--- src/rtl/nn_out_wb.sv ---
// nn_out_wb: pooled, requantised, saturated output write-back that streams packed bytes to DMA via a small FIFO
module nn_out_wb #(
    parameter int DATA_WIDTH     = 8,
    parameter int PSUM_WIDTH     = 19,
    parameter int LANE_NUM       = 2,
    parameter int DMA_DATA_WIDTH = 16,
    parameter int DMA_ADDR_WIDTH = 5,
    parameter int FIFO_DEPTH     = 8
) (
    input  logic                           i_clk,
    input  logic                           i_rst,
    input  logic                           i_start,
    input  logic                           i_cfg_relu,
    input  logic [1:0]                     i_cfg_pool,
    input  logic [3:0]                     i_cfg_shift,
    input  logic [DMA_ADDR_WIDTH-1:0]      i_cfg_base_addr,
    input  logic [11:0]                    i_cfg_count,
    input  logic                           i_valid,
    input  logic [LANE_NUM*PSUM_WIDTH-1:0] i_data,
    output logic                           o_ready,
    input  logic                           i_dma_wr_ready,
    output logic                           o_dma_wr_en,
    output logic [DMA_ADDR_WIDTH-1:0]      o_dma_wr_addr,
    output logic [DMA_DATA_WIDTH-1:0]      o_dma_wr_data,
    output logic                           o_busy,
    output logic                           o_done
);
    localparam int WPB = LANE_NUM * DATA_WIDTH / DMA_DATA_WIDTH;
    localparam int AW  = $clog2(FIFO_DEPTH);
    localparam int CW  = AW + 1;
    localparam int CX  = CW + 1;
    localparam int BW  = LANE_NUM * DATA_WIDTH;
    localparam logic [1:0] S_IDLE  = 2'd0;
    localparam logic [1:0] S_RUN   = 2'd1;
    localparam logic [1:0] S_DRAIN = 2'd2;
    localparam logic [1:0] S_DONE  = 2'd3;
    localparam logic signed [PSUM_WIDTH-1:0] SAT_HI = PSUM_WIDTH'(2 ** (DATA_WIDTH - 1) - 1);
    localparam logic signed [PSUM_WIDTH-1:0] SAT_LO = PSUM_WIDTH'(-(2 ** (DATA_WIDTH - 1)));

    logic [1:0]                     state_q, state_d;
    logic                           cfg_relu_q;
    logic [1:0]                     cfg_pool_q;
    logic [3:0]                     cfg_shift_q;
    logic [11:0]                    cfg_count_q;
    logic [1:0]                     pool_cnt_q;
    logic [12:0]                    beats_q;
    logic [11:0]                    words_q;
    logic [DMA_ADDR_WIDTH-1:0]      addr_q;
    logic signed [PSUM_WIDTH-1:0]   max_q [LANE_NUM];
    logic signed [PSUM_WIDTH-1:0]   in_w  [LANE_NUM];
    logic signed [PSUM_WIDTH-1:0]   cur_d [LANE_NUM];
    logic signed [PSUM_WIDTH-1:0]   sh_w  [LANE_NUM];
    logic                           s1_v_q;
    logic [BW-1:0]                  s1_q, s1_d;
    logic [DMA_DATA_WIDTH-1:0]      mem_data [FIFO_DEPTH];
    logic [DMA_ADDR_WIDTH-1:0]      mem_addr [FIFO_DEPTH];
    logic [AW-1:0]                  wr_ptr_q, rd_ptr_q;
    logic [CW-1:0]                  cnt_q;
    logic                           start_ok, accept, close, pop;
    logic [11:0]                    rem;
    logic [CW-1:0]                  n_push;
    logic [12:0]                    beats_lim;
    logic [CX-1:0]                  free_w, need_w;

    // Per-lane running max including the current beat, then shift, saturate and optional ReLU.
    always_comb begin
        s1_d = '0;
        for (int k = 0; k < LANE_NUM; k++) begin
            in_w[k]  = i_data[k*PSUM_WIDTH +: PSUM_WIDTH];
            cur_d[k] = (pool_cnt_q == 2'd0 || in_w[k] > max_q[k]) ? in_w[k] : max_q[k];
            sh_w[k]  = cur_d[k] >>> cfg_shift_q;
            s1_d[k*DATA_WIDTH +: DATA_WIDTH] = (cfg_relu_q && sh_w[k][PSUM_WIDTH-1]) ? '0 :
                                               sh_w[k] > SAT_HI ? SAT_HI[DATA_WIDTH-1:0] :
                                               sh_w[k] < SAT_LO ? SAT_LO[DATA_WIDTH-1:0] :
                                               sh_w[k][DATA_WIDTH-1:0];
        end
    end

    // Handshake, FIFO room, push sizing and next state.
    always_comb begin
        start_ok  = (state_q == S_IDLE) && i_start;
        beats_lim = ({1'b0, cfg_count_q} + 13'(WPB - 1)) / 13'(WPB);
        free_w    = CX'(FIFO_DEPTH) - {1'b0, cnt_q};
        need_w    = s1_v_q ? CX'(2 * WPB) : CX'(WPB);
        o_ready   = (state_q == S_RUN) && (free_w >= need_w) && (beats_q < beats_lim);
        accept    = i_valid && o_ready;
        close     = accept && (pool_cnt_q == cfg_pool_q);
        rem       = cfg_count_q - words_q;
        n_push    = !s1_v_q ? '0 : (rem < 12'(WPB)) ? CW'(rem) : CW'(WPB);
        pop       = (cnt_q != '0) && i_dma_wr_ready;
        state_d   = (state_q == S_IDLE)  ? (i_start ? S_RUN : S_IDLE) :
                    (state_q == S_RUN)   ? ((words_q == cfg_count_q) ? S_DRAIN : S_RUN) :
                    (state_q == S_DRAIN) ? ((cnt_q == '0) ? S_DONE : S_DRAIN) :
                    S_IDLE;
    end

    assign o_dma_wr_en   = cnt_q != '0;
    assign o_dma_wr_addr = o_dma_wr_en ? mem_addr[rd_ptr_q] : '0;
    assign o_dma_wr_data = o_dma_wr_en ? mem_data[rd_ptr_q] : '0;
    assign o_busy        = (state_q == S_RUN) || (state_q == S_DRAIN);
    assign o_done        = state_q == S_DONE;

    // Control state, pooling window, stage-1 register and FIFO pointers.
    always_ff @(posedge i_clk) begin
        if (!i_rst) begin
            state_q     <= S_IDLE;
            cfg_relu_q  <= 1'b0;
            cfg_pool_q  <= '0;
            cfg_shift_q <= '0;
            cfg_count_q <= '0;
            pool_cnt_q  <= '0;
            beats_q     <= '0;
            words_q     <= '0;
            addr_q      <= '0;
            s1_v_q      <= 1'b0;
            s1_q        <= '0;
            wr_ptr_q    <= '0;
            rd_ptr_q    <= '0;
            cnt_q       <= '0;
            for (int k = 0; k < LANE_NUM; k++) max_q[k] <= '0;
        end else begin
            state_q  <= state_d;
            wr_ptr_q <= wr_ptr_q + AW'(n_push);
            rd_ptr_q <= rd_ptr_q + AW'(pop);
            cnt_q    <= cnt_q + n_push - CW'(pop);
            s1_v_q   <= close;
            if (close) s1_q <= s1_d;
            if (start_ok) begin
                cfg_relu_q  <= i_cfg_relu;
                cfg_pool_q  <= i_cfg_pool;
                cfg_shift_q <= i_cfg_shift;
                cfg_count_q <= i_cfg_count;
                pool_cnt_q  <= '0;
                beats_q     <= '0;
                words_q     <= '0;
                addr_q      <= i_cfg_base_addr;
            end else begin
                words_q <= words_q + 12'(n_push);
                addr_q  <= addr_q + DMA_ADDR_WIDTH'(n_push);
                if (accept) begin
                    pool_cnt_q <= close ? 2'd0 : pool_cnt_q + 2'd1;
                    beats_q    <= beats_q + 13'(close);
                    for (int k = 0; k < LANE_NUM; k++) max_q[k] <= cur_d[k];
                end
            end
        end
    end

    // FIFO storage: pack stage-1 bytes into words, each carrying its DMA address.
    always_ff @(posedge i_clk) begin
        for (int w = 0; w < WPB; w++) begin
            if (CW'(w) < n_push) begin
                mem_data[wr_ptr_q + AW'(w)] <= s1_q[w*DMA_DATA_WIDTH +: DMA_DATA_WIDTH];
                mem_addr[wr_ptr_q + AW'(w)] <= addr_q + DMA_ADDR_WIDTH'(w);
            end
        end
    end
endmodule

--- config.mk ---
export PLATFORM = sky130hd
export DESIGN_NAME = nn_out_wb
export DESIGN_NICKNAME = d
export VERILOG_FILES = /design/src/rtl/nn_out_wb.sv
export SDC_FILE = /design/constraint.sdc
export NUM_CORES = 1
export LEC_CHECK = 0
export CAP_MARGIN = 15
export CORE_ASPECT_RATIO = 1.75
export CORE_MARGIN = 5
export CORE_UTILIZATION = 35
export DETAILED_ROUTE_END_ITERATION = 12
export PLACE_DENSITY_LB_ADDON = 0.12
export SKIP_LAST_GASP = 1
export SLEW_MARGIN = 20
export SYNTH_ARGS = -nofsm -noshare
export SYNTH_HDL_FRONTEND = slang
export SYNTH_SLANG_ARGS = --single-unit
--- constraint.sdc ---
create_clock -name i_clk -period 5 [get_ports i_clk]
set_clock_uncertainty 0.05 [all_clocks]
set_input_delay 0.75 -clock i_clk [delete_from_list [all_inputs] [get_ports i_clk]]
set_output_delay 0.75 -clock i_clk [all_outputs]
set_load 0.03 [all_outputs]
==> results.md <==
* Final wirelength at 47.7 mm
* Switching Power at 2.29 mW
* Static Leak at 7.12 nW
* Slew @ Worst Pin at 1.02 ns
* Die area at 52,300 µm²
* Register area share after synthesis at 46.7%
* WP data arrival at 4.98 ns
* Cell row count at 106
* Worst r2r src: cfg_count_q[0]
* Synth Cell Area at 16,700 µm²
* H-tree levels at 1
* Max Root-Sink Buffers at 3
* Starting Density at 35.1%
* WL/cell at 21.2 µm
* # clock sinks at 286
* Syn Inst Count at 1,485
* Slew Limit Headroom at 32.0%
* Detail Route Antenna Nets at 0
* Hold depth at 2
* I/O Pins at 92
* CP startpoint: cfg_count_q[0]
* Setup bufs post-CTS at 0
* Data required time of the worst path at 5.38 ns
* Total CTS buffers at 29
* Fin nets at 1,789
* Met3 wire len at 1.35 mm
* Fin crit period at 4.60 ns
* Crit end category: register
* Max Cap Viol at 0
* Worst Path Class, Setup: register to register
* Combinational power share at 30.7%
* Number of port buffers at 91
* Core region area at 47,500 µm²
* RSZ-0062 raised after global routing: false
* Clock tree root buffer cell: clkbuf_16
* Largest area contributor in the netlist: edfxtp_1
* Initial DRC count at 703
* Post-synth cell types at 99
* TritonCTS clock tree: done
* Tightest Hold Check Type: register to register
* Share of the synthesized area in the top cell type at 37.1%
* HP Start: words_q[10]
* Endpoints failing hold at 0
* Max VDD drop at 275 µV
* Overall Global Routing Usage at 17.8%
* Post-route cell area at 19,800 µm²
* DR pass1 iterations at 5
* Status: complete, no violations
* Number of synthesized flops with an enable pin at 206
* DRT met1 WL at 18.1 mm
* Vias in the first global route at 12,656
* Fin. max-slew vios at 0
* Ranking of synthesized cells by area: edfxtp_1 37%, dfxtp_1 9.6%, mux4_2 8.5%
* Global placement routability congestion at 0.905
* Routed vias/inst at 5.43
* Int Pwr at 4.74 mW
* DP Wirelength at 34.6 mm
* Grt ovf at 0
* Number of remaining DRC errors at 0
* Worst-skew pair later-pin latency at 0.58 ns
* Initial antenna violation count at 1
* Area grow syn2layout at 18.5%
* Worst r2r path cells at 26
* Vias at 12,206
* Top Layer Used: met4
* DIE WIDTH at 175 µm
* Largest fanout on the critical path at 3
* FFs w/ async S/R, synth at 0%
* Clock power share at 30.0%
* Primary FF master, synth: edfxtp_1
* Dpl cell area at 18,900 µm²
* Synthesis Warnings at 0
* Largest net degree at the start of global routing at 46
* Hold slack final at 0.439 ns
* Crit path launch type: register
* Met2 wire length at 27.0 mm
* Fmax at 217 MHz
* Post-CTS sizing at 0
* Syn Area/Cell at 11.2 µm²
* Period utilisation layout at 92.1%
* Layout cell share with drive strength beyond 1 at 16.6%
* Setup violations, final at 0
* # fillers at 4,570
* Hold Buf Count CTS at 0
* Global-route wire length before repair at 73.7 mm
* Seq pwr share at 39.3%
* Register bit total from synthesis at 286
* PwrDens at 356 nW/µm²
* Die Span Y at 299 µm
* Worst-path clk slew at 0.06 ns
* Net Sw Frac at 32.6%
[logic make-up (layout without fill, tap and decap cells)]
kind of cell	Yosys count	after routing	synth area share (%)
AO/OA/AOI/OAI	297	297	12.9
multiplexers	160	160	14.4
flip-flops	286	286	46.7
XOR/XNOR	33	33	1.73
AND/OR/NAND/NOR	429	429	12.6
other	2	12	0.0450
adder cells (fa/ha/maj)	92	92	7.12
buffers and inverters	186	345	4.49
[per-stage QoR]
stage                     total power [mW]  util, %  setup WS (ns)  instances  setup TNS, ns
after detailed placement              5.01     39.7        -0.0161       2193        -0.0414
after global placement                4.99     39.7        -0.0102       2193        -0.0102
after global routing                  7.41     41.7         0.0103       2247              0
after CTS                             7.15     41.6         0.0450       2247              0
after floorplan                       4.22        -         -0.341       1494         -30.73
final                                 7.04     41.7          0.396       2248              0
[layout make-up]
type	count	area, µm²	share of cell area [%]
flip-flops and latches	286	7790	39.4
well taps	594	743	3.76
diodes	1	2.50	0.0127
clock inverters	20	160	0.810
inverters	109	409	2.07
repair buffers	182	1640	8.31
multi-input cells	1022	8280	41.9
clock buffers	34	744	3.76
[state kept, by name, summed over array words and instances, names as in the netlist, 3 cells and up]
| signal | flops |
|---|---|
| cfg_count_q | 12 |
| s1_q | 16 |
| addr_q | 5 |
| rd_ptr_q | 3 |
| mem_addr | 40 |
| words_q | 12 |
| max_q | 38 |
| cfg_shift_q | 4 |
| cnt_q | 4 |
| wr_ptr_q | 3 |
| mem_data | 128 |
| beats_q | 13 |
[critical path: stages, from the launching register on]
cell	delay [ns]
dfxtp_1	0.31
inv_1	0.09
ha_1	0.16
inv_1	0.05
fa_1	0.40
nand2_1	0.09
nand2_1	0.07
a21oi_2	0.19
o21ai_0	0.10
a21oi_1	0.21
o21ai_0	0.11
a21oi_1	0.23
o21bai_1	0.10
a21oi_1	0.20
xor2_1	0.09
o2111a_1	0.18
nor2_2	0.16
ha_1	0.20
a21o_1	0.13
a21oi_1	0.09
nor2b_2	0.17
nor2_1	0.06
nor4_1	0.20
buf_4	0.18
or3b_2	0.45
xor2_1	0.15
nor2_1	0.05
[cells in the mapped netlist, types with 7 or more instances]
master    number
nor2b_1       12
o211ai_1      14
ha_1          87
nor3_1        24
a21o_1        13
nor4_1        10
a22o_1        12
or3_1          9
buf_2         14
nor4b_1        7
mux4_2        63
nor2_1       130
mux2i_1       84
buf_1         16
mux2_2        11
clkbuf_1      42
and3_1        10
xnor2_1       23
nand3_1       40
a21oi_1       69
edfxtp_1     206
a211oi_1      10
and2_1        10
xor2_1        10
o22ai_1       10
nand4_1       13
nand2b_1       7
o21ai_0       68
nand2_1      125
dfxtp_1       80
inv_1        108
[power groups by stage]
stage	clock [mW]	sequential (mW)	combinational, mW
2_1_floorplan	0	2.73	1.50
3_3_place_gp	0	2.82	2.17
3_5_place_dp	0	2.82	2.19
4_1_cts	2.18	2.77	2.20
5_1_grt	2.26	2.79	2.36
6_report	2.11	2.77	2.16
[cell usage in the layout (no fill, tap or decap), drive strengths merged, types with 11 or more instances in the layout]
cell type and n:
mux2i 84, mux2 13, dfxtp 80, mux4 63, nor2 131, clkinv 13
nor4 11, inv 111, xnor2 23, ha 87, clkbuf 34, o21ai 78
clkdlybuf4s50 91, nor2b 13, edfxtp 206, o211ai 14, nand4 17, nand2 126
a21oi 73, nor3 25, a22o 12, conb 11, nand3 40, buf 91
a21o 13
[routing by layer]
metal  track usage [%]  vias up
met1              19.2     6068
met4              5.28        0
li1                  -     5847
met3              1.87       58
met5                 0        -
met2              35.9      233
[path summary, 6_finish.rpt]
check           endpoint  slack, ns
max          words_q[11]       0.40
min          words_q[10]       0.44
max reg2reg  words_q[11]       0.40
min reg2reg  words_q[10]       0.44
Note: power is estimated with default switching activity, not from simulation.
